`src/rtl/search_tab_ctrl.sv`:
```
// Round-robin arbiter and sequential byte scanner over a shared table RAM. o_gnt arrives in the request cycle.
// o_done follows the last returning read by one cycle. No new grant is made while a scan is in progress.
module search_tab_ctrl #(
    parameter int N_REQ     = 4,
    parameter int N_TAB     = 15,
    parameter int TAB_BYTES = 1399,
    parameter int ADDR_W    = 15,
    parameter int IDX_W     = 11,
    parameter int RD_LAT    = 2
) (
    input  logic                 i_clk,
    input  logic                 i_rst,
    input  logic [N_REQ-1:0]     i_req,
    input  logic [N_REQ*4-1:0]   i_tab,
    input  logic [N_REQ*8-1:0]   i_key,
    output logic [N_REQ-1:0]     o_gnt,
    output logic [N_REQ-1:0]     o_done,
    output logic                 o_hit,
    output logic                 o_err,
    output logic [IDX_W-1:0]     o_idx,
    output logic                 o_busy,
    output logic                 o_ram_rd,
    output logic [ADDR_W-1:0]    o_ram_addr,
    input  logic [7:0]           i_ram_data
);

    localparam int PTR_W = (N_REQ > 1) ? $clog2(N_REQ) : 1;
    localparam int CNT_W = $clog2(RD_LAT + 1);

    typedef enum logic [1:0] {IDLE, SCAN, FLUSH, RESP} state_t;

    state_t              state_q, state_d;
    logic [PTR_W-1:0]    ptr_q, ptr_d;
    logic [N_REQ-1:0]    owner_q, owner_d;
    logic [7:0]          key_q, key_d;
    logic                err_q, err_d;
    logic                hit_q, hit_d;
    logic [IDX_W-1:0]    idx_q, idx_d;
    logic [IDX_W-1:0]    off_q, off_d;
    logic [IDX_W-1:0]    ret_q, ret_d;
    logic [ADDR_W-1:0]   addr_q, addr_d;
    logic [RD_LAT-1:0]   pipe_q, pipe_d;
    logic [CNT_W-1:0]    cnt_q, cnt_d;

    logic [PTR_W-1:0]    gnt_idx;
    logic [PTR_W-1:0]    cand;
    logic                gnt_any;
    logic                arb_fire;
    logic [3:0]          sel_tab;
    logic [7:0]          sel_key;
    logic                tab_ok;
    logic                rd_en;
    logic                data_vld;
    logic                match;
    logic                last_issue;

    // Search starts one past the last granted requester.
    always_comb begin
        gnt_any = 1'b0;
        gnt_idx = ptr_q;
        cand    = ptr_q;
        for (int k = 1; k <= N_REQ; k++) begin
            cand = PTR_W'((int'(ptr_q) + k) % N_REQ);
            if (!gnt_any && i_req[cand]) begin
                gnt_any = 1'b1;
                gnt_idx = cand;
            end
        end
    end

    assign sel_tab    = i_tab[{gnt_idx, 2'b00} +: 4];
    assign sel_key    = i_key[{gnt_idx, 3'b000} +: 8];
    assign tab_ok     = (sel_tab != 4'd0) && (int'(sel_tab) <= N_TAB);
    assign arb_fire   = (state_q == IDLE) && gnt_any && !i_rst;
    assign rd_en      = (state_q == SCAN);
    assign data_vld   = pipe_q[RD_LAT-1];
    assign match      = data_vld && (i_ram_data == key_q) &&
                        ((state_q == SCAN) || (state_q == FLUSH));
    assign last_issue = rd_en && (off_q == IDX_W'(TAB_BYTES - 1));

    always_ff @(posedge i_clk) begin
        if (i_rst) begin
            state_q <= IDLE;
        end else begin
            state_q <= state_d;
        end
    end

    always_comb begin
        state_d = state_q;
        case (state_q)
            IDLE: begin
                if (arb_fire) begin
                    state_d = tab_ok ? SCAN : RESP;
                end
            end
            SCAN: begin
                if (match || last_issue) begin
                    state_d = FLUSH;
                end
            end
            FLUSH: begin
                if (cnt_d == '0) begin
                    state_d = RESP;
                end
            end
            RESP: state_d = IDLE;
            default: state_d = IDLE;
        endcase
    end

    always_comb begin
        ptr_d   = ptr_q;
        owner_d = owner_q;
        key_d   = key_q;
        err_d   = err_q;
        hit_d   = hit_q;
        idx_d   = idx_q;
        off_d   = off_q;
        ret_d   = ret_q;
        addr_d  = addr_q;
        pipe_d  = (pipe_q << 1) | RD_LAT'(rd_en);
        cnt_d   = cnt_q;

        if (arb_fire) begin
            ptr_d   = gnt_idx;
            owner_d = N_REQ'(1) << gnt_idx;
            key_d   = sel_key;
            err_d   = !tab_ok;
            hit_d   = 1'b0;
            idx_d   = '0;
            off_d   = '0;
            ret_d   = '0;
            addr_d  = tab_ok ? ADDR_W'((int'(sel_tab) - 1) * TAB_BYTES) : '0;
        end

        if (rd_en) begin
            addr_d = addr_q + 1'b1;
            off_d  = off_q + 1'b1;
        end

        // Returned bytes arrive in issue order, so a running count gives their offset.
        if (data_vld) begin
            ret_d = ret_q + 1'b1;
        end
        if (match && !hit_q) begin
            hit_d = 1'b1;
            idx_d = ret_q;
        end

        if (rd_en && !data_vld) begin
            if (cnt_q < CNT_W'(RD_LAT)) begin
                cnt_d = cnt_q + 1'b1;
            end
        end else if (!rd_en && data_vld) begin
            if (cnt_q != '0) begin
                cnt_d = cnt_q - 1'b1;
            end
        end
    end

    always_ff @(posedge i_clk) begin
        if (i_rst) begin
            ptr_q   <= PTR_W'(N_REQ - 1);
            owner_q <= '0;
            key_q   <= '0;
            err_q   <= 1'b0;
            hit_q   <= 1'b0;
            idx_q   <= '0;
            off_q   <= '0;
            ret_q   <= '0;
            addr_q  <= '0;
            pipe_q  <= '0;
            cnt_q   <= '0;
        end else begin
            ptr_q   <= ptr_d;
            owner_q <= owner_d;
            key_q   <= key_d;
            err_q   <= err_d;
            hit_q   <= hit_d;
            idx_q   <= idx_d;
            off_q   <= off_d;
            ret_q   <= ret_d;
            addr_q  <= addr_d;
            pipe_q  <= pipe_d;
            cnt_q   <= cnt_d;
        end
    end

    always_comb begin
        o_gnt      = arb_fire ? (N_REQ'(1) << gnt_idx) : '0;
        o_busy     = (state_q != IDLE);
        o_ram_rd   = rd_en;
        o_ram_addr = rd_en ? addr_q : '0;
        o_done     = '0;
        o_hit      = 1'b0;
        o_err      = 1'b0;
        o_idx      = '0;
        if (state_q == RESP) begin
            o_done = owner_q;
            o_hit  = hit_q;
            o_err  = err_q;
            o_idx  = hit_q ? idx_q : '0;
        end
    end

endmodule
```
`config.mk`:
```
export PLATFORM = sky130hd
export DESIGN_NAME = search_tab_ctrl
export DESIGN_NICKNAME = d
export VERILOG_FILES = /design/src/rtl/search_tab_ctrl.sv
export SDC_FILE = /design/constraint.sdc
export NUM_CORES = 1
export LEC_CHECK = 0
export CORE_MARGIN = 4
export CORE_UTILIZATION = 45
export CTS_BUF_LIST = sky130_fd_sc_hd__clkbuf_4 sky130_fd_sc_hd__clkbuf_8
export CTS_CLUSTER_DIAMETER = 200
export CTS_CLUSTER_SIZE = 20
export DETAILED_ROUTE_END_ITERATION = 16
export GPL_ROUTABILITY_DRIVEN = 0
export PLACE_DENSITY_LB_ADDON = 0.3
export SYNTH_ARGS = -nofsm -noshare
export SYNTH_HDL_FRONTEND = slang
export SYNTH_SLANG_ARGS = --single-unit
```
`constraint.sdc`:
```
create_clock -name i_clk -period 7.4 [get_ports i_clk]
set_input_delay 1.48 -clock i_clk [delete_from_list [all_inputs] [get_ports i_clk]]
set_output_delay 1.48 -clock i_clk [all_outputs]
set_load 0.02 [all_outputs]
```
==> flow_summary_export.csv, run 1 <==
group,metric,value,unit
synth,yosysWarningCount,0,
finish,instances_no_fill,881,
floorplanning,die_y,116,um
finish,antenna_cells,0,
setup_path,reg2reg_slack,1480,ps
clocking,cts_root_buffer,"clkbuf_8",
worst_hold_path,min_path_type,"reg2reg",
synth,synth_async_sr_flop_share,0,
setup_path,critical_path_required,7620,ps
floorplanning,die_w,116,um
synth,ys_seq_elements,70,
timing,setup_viol,0,
clocking,cts.clk_slew.worst_paths,90,ps
floorplanning,rows,39,
clocking,cts-hold-fix-buffers,0,
finish,final_common_cell,"clkdlybuf4s50_1",
timing,hold_violations,0,
route,drt-pass1-iter-count,5,
synth,synth_nets,766,
global_route,antenna_found_initial,0,
synth,synth_edf_count,0,
timing,max_freq,142,MHz
setup_path,critical_path_class,"in2reg",
finish,mostFrequentLayoutCells,"98 x clkdlybuf4s50_1, 70 x dfxtp_1, 64 x nor2_1",
global_route,grt.total_usage,0.196,
setup_path,arrival,7260,ps
global_route,gr-total-overflow,0,
setup_path,critPathCaptureType,"flop",
setup_path,worstRegToRegCells,20,
timing,fin_setup_tns,0,ps
global_route,grt_pass1_wl,21600,um
setup_path,slowest_delay,660,ps
job,max_cap_viol_count,0,
floorplanning,initial_core_util,0.460,
synth,syn_area,5230,um2
global_route,grt_max_degree,73,
timing,fin_crit,7040,ps
route,vias_per_cell,5.60,
finish,final_nets,848,
clocking,cts.path.max_buffers,2,
floorplanning,io_pins,100,
clocking,cts_tree,"yes",
route,drtIter0Drc,355,
synth,synth_top_cell_area_share,0.268,
setup_path,critPathMaxFanout,6,
finish,multi_input_area,3530,um2
setup_path,crit_slowest_cell,"a2111oi_0",
place,port_buffers,99,
timing,timing.final.crit_share,0.951,
place,postPlaceCellArea,6300,um2
setup_path,cp-start-kind,"input pin",
worst_hold_path,hold_path_depth,1,
finish,final_util,0.571,
floorplanning,design.core.area,11400,um2
synth,seq_area_frac_synth,0.268,
timing,relSlewSlack,0.485,
route,avgRoutedWirePerCell,14.9,um
finish,drive_above_1_share,0.0610,
clocking,post-cts-setup-buffer-count,0,
clocking,cts_made_buffers,9,
status,status,"finished, final reports clean",
synth,postSynthCellCount,651,
clocking,ctsResizeCount,0,
route,drt-total-wl,13100,um
place,place_inst,865,
route,ant_nets,0,
synth,synth_top_area_cell,"dfxtp_1",
timing,worst_pin_slew,770,ps
finish,fillers,1024,
route,vias,4933,
timing,skew,15.6,ps
global_route,grt_pass1_vias,4760,
finish,area_growth_syn_to_layout,24.2,%
synth,ys_types,65,
timing,rsz0062_at_grt,"false",
clocking,clk_latency,370,ps
route,drc,0,
synth,synth-main-ff-cell,"dfxtp_1",
timing,drv_slew,0,
synth,syn_area_per_cell,8.03,um2
finish,post-route-cell-area,6490,um2
floorplanning,dieArea,13400,um2
finish,regArea,1400,um2
synth,synth_area_leaders,"dfxtp_1 27%, ha_1 11%, a21oi_1 5.8%",
clocking,cts_num_sinks,70,
place,dp.final_hpwl,9760,um
clocking,htreeDepth,3,
setup_path,crit_chain,"clkdlybuf4s50_1 > nand3b_2 > a31oi_4 > mux2i_1 > mux2i_2 > or2_2 > nor2_1 > xnor2_1 > ha_1 > ha_1 > inv_1 > fa_1 > inv_1 > ha_1 > a21o_1 > a21o_1 > a2111oi_0 > o31ai_1 > and3b_1 > o221ai_1 > a31oi_1",
setup_path,critPathMostFrequentCell,"ha_1",
[cell usage after synthesis (5+ instances only)]
library cell and number:
clkbuf_1 28, xnor2_1 18, dfxtp_1 70, nand3_1 24, xor2_1 12, nand2_1 42, and3_1 20, a31oi_1 7
nand4_1 5, nand2b_1 5, mux2i_1 23, fa_1 7, a311oi_1 8, nor2_1 64, nor2b_1 11, o21ai_0 24
nor3_1 19, a21o_1 7, a21oi_1 61, ha_1 46, inv_1 34, a211oi_1 21, and2_1 23
[metrics by stage]
stage / worst slack (ps) / hold slack [ps]
4_1_cts: 411 / 447
6_report: 359 / 442
3_3_place_gp: 347 / 417
5_1_grt: 44.8 / 454
2_1_floorplan: 1080 / 414
3_5_place_dp: 39.8 / 427
[per-layer routing]
layer,GRT usage,vias to the layer above,share of wire
li1,-,2472,-
met1,0.246,2352,0.44
met2,0.345,93,0.51
met3,0.0392,16,0.035
met4,0.0541,0,0.013
met5,0,-,0
[cell type report]
| class | instances | area share |
|---|---|---|
| clock buffer | 9 | 0.0191 |
| multi-input combinational | 508 | 0.544 |
| tap | 143 | 0.0276 |
| inverter | 35 | 0.0202 |
| clock inverter | 7 | 0.00945 |
| timing repair buffer | 109 | 0.164 |
| sequential | 70 | 0.216 |
[flip-flops by register name (all words and copies together), names as in the netlist]
name     cells
idx_q       11
pipe_q       2
hit_q        1
addr_q      15
key_q        8
err_q        1
off_q       11
ret_q       11
owner_q      4
cnt_q        2
ptr_q        2
state_q      2
[critical path, delay by kind of cell]
kind	cells	cell delay, ps
buffers and inverters	3	690
AO/OA/AOI/OAI	7	1830
adder cells (fa/ha/maj)	4	1360
XOR/XNOR	1	580
AND/OR/NAND/NOR	4	760
multiplexers	2	550
[worst paths after layout]
path,from,endpoint
max,i_req[3],addr_q[14]
min,pipe_q[0],pipe_q[1]
max reg2reg,ptr_q[1],addr_q[14]
min reg2reg,pipe_q[0],pipe_q[1]
[logic make-up (layout without fill, tap and decap cells)]
family,count (synthesis),after routing,synth area share
AOI/OAI and AO/OA,160,160,0.198
and+or+nand+nor,238,238,0.235
adders and majority gates,53,53,0.137
muxes,27,27,0.0536
DFF,70,70,0.268
buffers and inverters,73,160,0.0575
xor gates and xnor gates,30,30,0.0503
Power of run 1 is not shown: default switching activity piles up to over one toggle a cycle in this logic, so the estimate is an artifact.
==> run 2, diff against run 1 <==
--- a/config.mk
+++ b/config.mk
@@ -12,6 +12,7 @@
 export CTS_CLUSTER_SIZE = 20
 export DETAILED_ROUTE_END_ITERATION = 16
 export GPL_ROUTABILITY_DRIVEN = 0
+export MAX_ROUTING_LAYER = met4
 export PLACE_DENSITY_LB_ADDON = 0.3
 export SYNTH_ARGS = -nofsm -noshare
 export SYNTH_HDL_FRONTEND = slang
==> flow_summary_export.csv, run 2 (same netlist as run 1, synthesis figures left out) <==
group,metric,value,unit
status,status,"finished, final reports clean",
job,max_cap_viol_count,0,
floorplanning,design.core.area,11400,um2
finish,mostFrequentLayoutCells,"98 x clkdlybuf4s50_1, 70 x dfxtp_1, 64 x nor2_1",
finish,regArea,1400,um2
route,highest_layer,"met4",
floorplanning,dieArea,13400,um2
setup_path,reg2reg_slack,1480,ps
timing,max_freq,142,MHz
timing,setup_viol,0,
clocking,htreeDepth,3,
setup_path,path_depth,21,
clocking,cts_num_sinks,70,
timing,skew,11.3,ps
clocking,ctsResizeCount,0,
finish,post-route-cell-area,6490,um2
route,dr_wl_met2,6720,um
place,port_buffers,99,
timing,fin_ws,359,ps
global_route,gr-total-overflow,0,
worst_hold_path,min_path_type,"reg2reg",
setup_path,critPathMaxFanout,6,
setup_path,cp_top_family,"compound AO/OA/AOI/OAI gates",
route,ant_nets,0,
place,pre_cts_ws,39.8,ps
route,vias,4902,
setup_path,crit_slowest_cell,"a2111oi_0",
clocking,cts.clk_slew.worst_paths,80,ps
floorplanning,initial_core_util,0.460,
setup_path,worstRegToRegCells,20,
setup_path,critical_path_required,7620,ps
route,avgRoutedWirePerCell,14.9,um
finish,fillers,1024,
timing,worst_pin_slew,791,ps
finish,final_util,0.571,
finish,drive_above_1_share,0.0610,
setup_path,critPathMostFrequentCell,"ha_1",
global_route,grt_pass1_wl,21600,um
timing,hold_violations,0,
timing,relSlewSlack,0.472,
timing,fin_setup_tns,0,ps
setup_path,critPathCaptureType,"flop",
floorplanning,rows,39,
finish,final_common_cell,"clkdlybuf4s50_1",
clocking,cts.path.max_buffers,2,
route,vias_per_cell,5.56,
route,drc,0,
finish,final_nets,848,
clocking,cts_made_buffers,9,
setup_path,critPathLaunch,"i_req[3]",
setup_path,cp_num_buf_inv,3,
route,drt-pass1-iter-count,4,
setup_path,rr_endpoint,"addr_q[14]",
route,m1WireLength,5780,um
setup_path,endpoint,"addr_q[14]",
floorplanning,die_w,116,um
setup_path,r2r-start,"ptr_q[1]",
global_route,grt_pass1_vias,4757,
place,postPlaceCellArea,6300,um2
setup_path,arrival,7260,ps
finish,multi_input_area,3530,um2
setup_path,cp-start-kind,"input pin",
place,dp.final_hpwl,9760,um
setup_path,slowest_delay,660,ps
global_route,grt.total_usage,0.202,
timing,fin_crit,7040,ps
timing,drv_slew,0,
route,drt-total-wl,13100,um
setup_path,critical_path_class,"in2reg",
finish,largest_register,"addr_q",
clocking,clk_latency,360,ps
global_route,grt_max_degree,73,
timing,timing.final.crit_share,0.952,
global_route,antenna_found_initial,0,
timing,rsz0062_at_grt,"false",
route,wl_met3,441,um
clocking,post-cts-setup-buffer-count,0,
clocking,cts-hold-fix-buffers,0,
clocking,cts_tree,"yes",
finish,largest_reg_flops,15,
setup_path,crit_chain,"clkdlybuf4s50_1 > nand3b_2 > a31oi_4 > mux2i_1 > mux2i_2 > or2_2 > nor2_1 > xnor2_1 > ha_1 > ha_1 > inv_1 > fa_1 > inv_1 > ha_1 > a21o_1 > a21o_1 > a2111oi_0 > o31ai_1 > and3b_1 > o221ai_1 > a31oi_1",
route,drtIter0Drc,349,
clocking,cts_root_buffer,"clkbuf_8",
finish,antenna_cells,0,
finish,area_growth_syn_to_layout,24.2,%
floorplanning,io_pins,100,
floorplanning,die_y,116,um
-- run 2: cell counts in the layout (fill, tap and decap cells not counted) --
Identical to the previous run, type by type.
-- run 2: metal layers --
layer / vias to the layer above / track usage
met5: - / -
met4: 0 / 0.0541
met3: 14 / 0.0355
met2: 100 / 0.345
met1: 2315 / 0.247
li1: 2473 / -
-- run 2: final cells by class --
type                            instances  share of cell area
Clock inverter                          7             0.00945
Multi-Input combinational cell        508               0.544
Timing Repair Buffer                  109               0.164
Clock buffer                            9              0.0191
Inverter                               35              0.0202
Tap cell                              143              0.0276
Sequential cell                        70               0.216
-- run 2: worst min-delay path by stage --
stage,end,cells past startpoint,slack (ps),start
floorplan,pipe_q[1],1,410,pipe_q[0]
global placement,pipe_q[1],1,420,pipe_q[0]
detailed placement,pipe_q[1],1,430,pipe_q[0]
CTS,pipe_q[1],1,450,pipe_q[0]
global route,pipe_q[1],1,450,pipe_q[0]
finish,pipe_q[1],1,440,pipe_q[0]
-- run 2: stage by stage --
stage | std cells | hold slack, ps
finish | 881 | 442
global placement | 865 | 417
detailed placement | 865 | 427
global route | 881 | 454
floorplan | 651 | 414
CTS | 881 | 447
-- run 2: worst register-to-register path, delay by kind of cell (launching register included) --
kind / cells / cell delay (ps)
AOI/OAI and AO/OA: 6 / 1530
adders and majority gates: 4 / 1360
and+or+nand+nor: 5 / 980
muxes: 2 / 730
xor gates and xnor gates: 1 / 570
DFF: 1 / 530
buffers and inverters: 2 / 80
Power of run 2 is left out for the same reason.
==> run 3, diff against run 2 <==
--- a/config.mk
+++ b/config.mk
@@ -5,7 +5,7 @@
 export SDC_FILE = /design/constraint.sdc
 export NUM_CORES = 1
 export LEC_CHECK = 0
-export CORE_MARGIN = 4
+export CORE_MARGIN = 2
 export CORE_UTILIZATION = 45
 export CTS_BUF_LIST = sky130_fd_sc_hd__clkbuf_4 sky130_fd_sc_hd__clkbuf_8
 export CTS_CLUSTER_DIAMETER = 200
@@ -14,6 +14,7 @@
 export GPL_ROUTABILITY_DRIVEN = 0
 export MAX_ROUTING_LAYER = met4
 export PLACE_DENSITY_LB_ADDON = 0.3
+export SKIP_LAST_GASP = 1
 export SYNTH_ARGS = -nofsm -noshare
 export SYNTH_HDL_FRONTEND = slang
 export SYNTH_SLANG_ARGS = --single-unit
==> constraint.sdc (replaced) <==
create_clock -name i_clk -period 7.1 [get_ports i_clk]
set_input_delay 1.42 -clock i_clk [delete_from_list [all_inputs] [get_ports i_clk]]
set_output_delay 1.42 -clock i_clk [all_outputs]
set_load 0.02 [all_outputs]
==> flow_summary_export.csv, run 3 (same netlist as run 1, synthesis figures left out) <==
group,metric,value,unit
floorplanning,initial_core_util,0.460,
global_route,grt_pass1_wl,21900,um
place,dp.final_hpwl,9830,um
finish,largest_reg_flops,15,
finish,mostFrequentLayoutCells,"98 x clkdlybuf4s50_1, 70 x dfxtp_1, 64 x nor2_1",
clocking,cts_root_buffer,"clkbuf_8",
clocking,htreeDepth,3,
setup_path,cp-start-kind,"input pin",
global_route,grt_pass1_vias,4743,
worst_hold_path,min_from,"pipe_q[0]",
timing,worst_pin_slew,746,ps
global_route,gr-total-overflow,0,
setup_path,critPathLaunch,"i_req[3]",
setup_path,critPathMaxFanout,35,
finish,largest_register,"addr_q",
timing,setup_viol,0,
place,port_buffers,99,
finish,final_nets,849,
clocking,cts_num_sinks,70,
timing,drv_slew,0,
clocking,ctsResizeCount,0,
worst_hold_path,min_path_type,"reg2reg",
floorplanning,die_w,112,um
clocking,cts.path.max_buffers,2,
finish,area_growth_syn_to_layout,25.2,%
route,drt-total-wl,13400,um
floorplanning,dieArea,12500,um2
route,drt-pass1-iter-count,4,
setup_path,critical_path_required,7390,ps
route,vias,4931,
timing,timing.final.crit_share,0.925,
floorplanning,rows,39,
floorplanning,io_pins,100,
setup_path,critical_path_class,"in2reg",
timing,hold_violations,0,
finish,drive_above_1_share,0.0622,
route,drtIter0Drc,254,
global_route,antenna_found_initial,0,
finish,final_common_cell,"clkdlybuf4s50_1",
timing,rsz0062_at_grt,"false",
global_route,grt.total_usage,0.216,
finish,regArea,1400,um2
timing,skew,11.3,ps
setup_path,arrival,6860,ps
finish,multi_input_area,3530,um2
global_route,grt_max_degree,73,
floorplanning,design.core.area,11400,um2
clocking,post-cts-setup-buffer-count,0,
clocking,cts-hold-fix-buffers,0,
finish,antenna_cells,0,
setup_path,critPathCaptureType,"flop",
finish,fillers,1043,
clocking,cts_made_buffers,9,
route,drc,0,
floorplanning,die_y,112,um
route,vias_per_cell,5.59,
timing,fin_crit,6570,ps
route,ant_nets,0,
setup_path,r2r-start,"ptr_q[1]",
clocking,cts.clk_slew.worst_paths,80,ps
timing,relSlewSlack,0.503,
timing,max_freq,152,MHz
job,max_cap_viol_count,0,
route,avgRoutedWirePerCell,15.2,um
clocking,cts_tree,"yes",
clocking,clk_latency,360,ps
status,status,"finished, final reports clean",
timing,fin_setup_tns,0,ps
[run 3: cell types whose count changed in the layout (fill, tap and decap cells not counted)]
cell        change
buf_4           +1
a2111oi_0       -1
inv_6           -2
bufinv_16       +2
clkinv_4        +1
clkinvlp_4      -1
a2111oi_1       +1
[run 3: area by class of cell]
cell class	count	share of cell area
timing repair buffer	110	0.163
clock buffer	9	0.0189
sequential	70	0.214
inverter	35	0.0201
tap	143	0.0274
multi-input combinational	508	0.540
clock inverter	7	0.0161
[run 3: path summary, 6_finish.rpt]
kind | to | slack, ps | cells past startpoint
setup reg to reg | addr_q[11] | 1650 | 22
hold / removal | pipe_q[1] | 440 | 1
hold reg to reg | pipe_q[1] | 440 | 1
setup / recovery | addr_q[11] | 530 | 23
[run 3: worst max-delay path, stage by stage]
cell and delay (ps):
clkdlybuf4s50_1 610, nand3b_2 140, a31oi_4 300, buf_4 420, mux2i_1 130, mux2i_1 420
nor2_1 160, xnor2_1 240, ha_1 310, ha_1 290, inv_1 40, fa_1 420
inv_1 70, ha_1 170, inv_1 60, fa_1 400, nor2b_1 110, o21ai_0 100
a21oi_1 270, a2bb2oi_1 270, xnor2_1 170, a22oi_2 110, a211oi_2 220
[run 3: stage by stage]
| step | hold WS (ps) | setup slack, ps | instance area (um2) | std cells | utilization |
|---|---|---|---|---|---|
| floorplan | 414 | 838 | 5230 | 651 | - |
| global placement | 417 | 308 | 6310 | 866 | 0.555 |
| detailed placement | 422 | 114 | 6310 | 866 | 0.555 |
| CTS | 443 | 466 | 6540 | 882 | 0.575 |
| global route | 458 | 0.0173 | 6540 | 882 | 0.575 |
| finish | 439 | 530 | 6540 | 882 | 0.575 |
[run 3: metal layers]
metal | vias to the layer above | global-route usage | wire, um | part of all wire
li1 | 2475 | - | - | -
met4 | 0 | 0.0790 | 311 | 0.023
met2 | 102 | 0.356 | 6620 | 0.49
met1 | 2327 | 0.269 | 6020 | 0.45
met5 | - | - | 0 | 0
met3 | 27 | 0.0305 | 463 | 0.035
Power of run 3 is left out for the same reason.
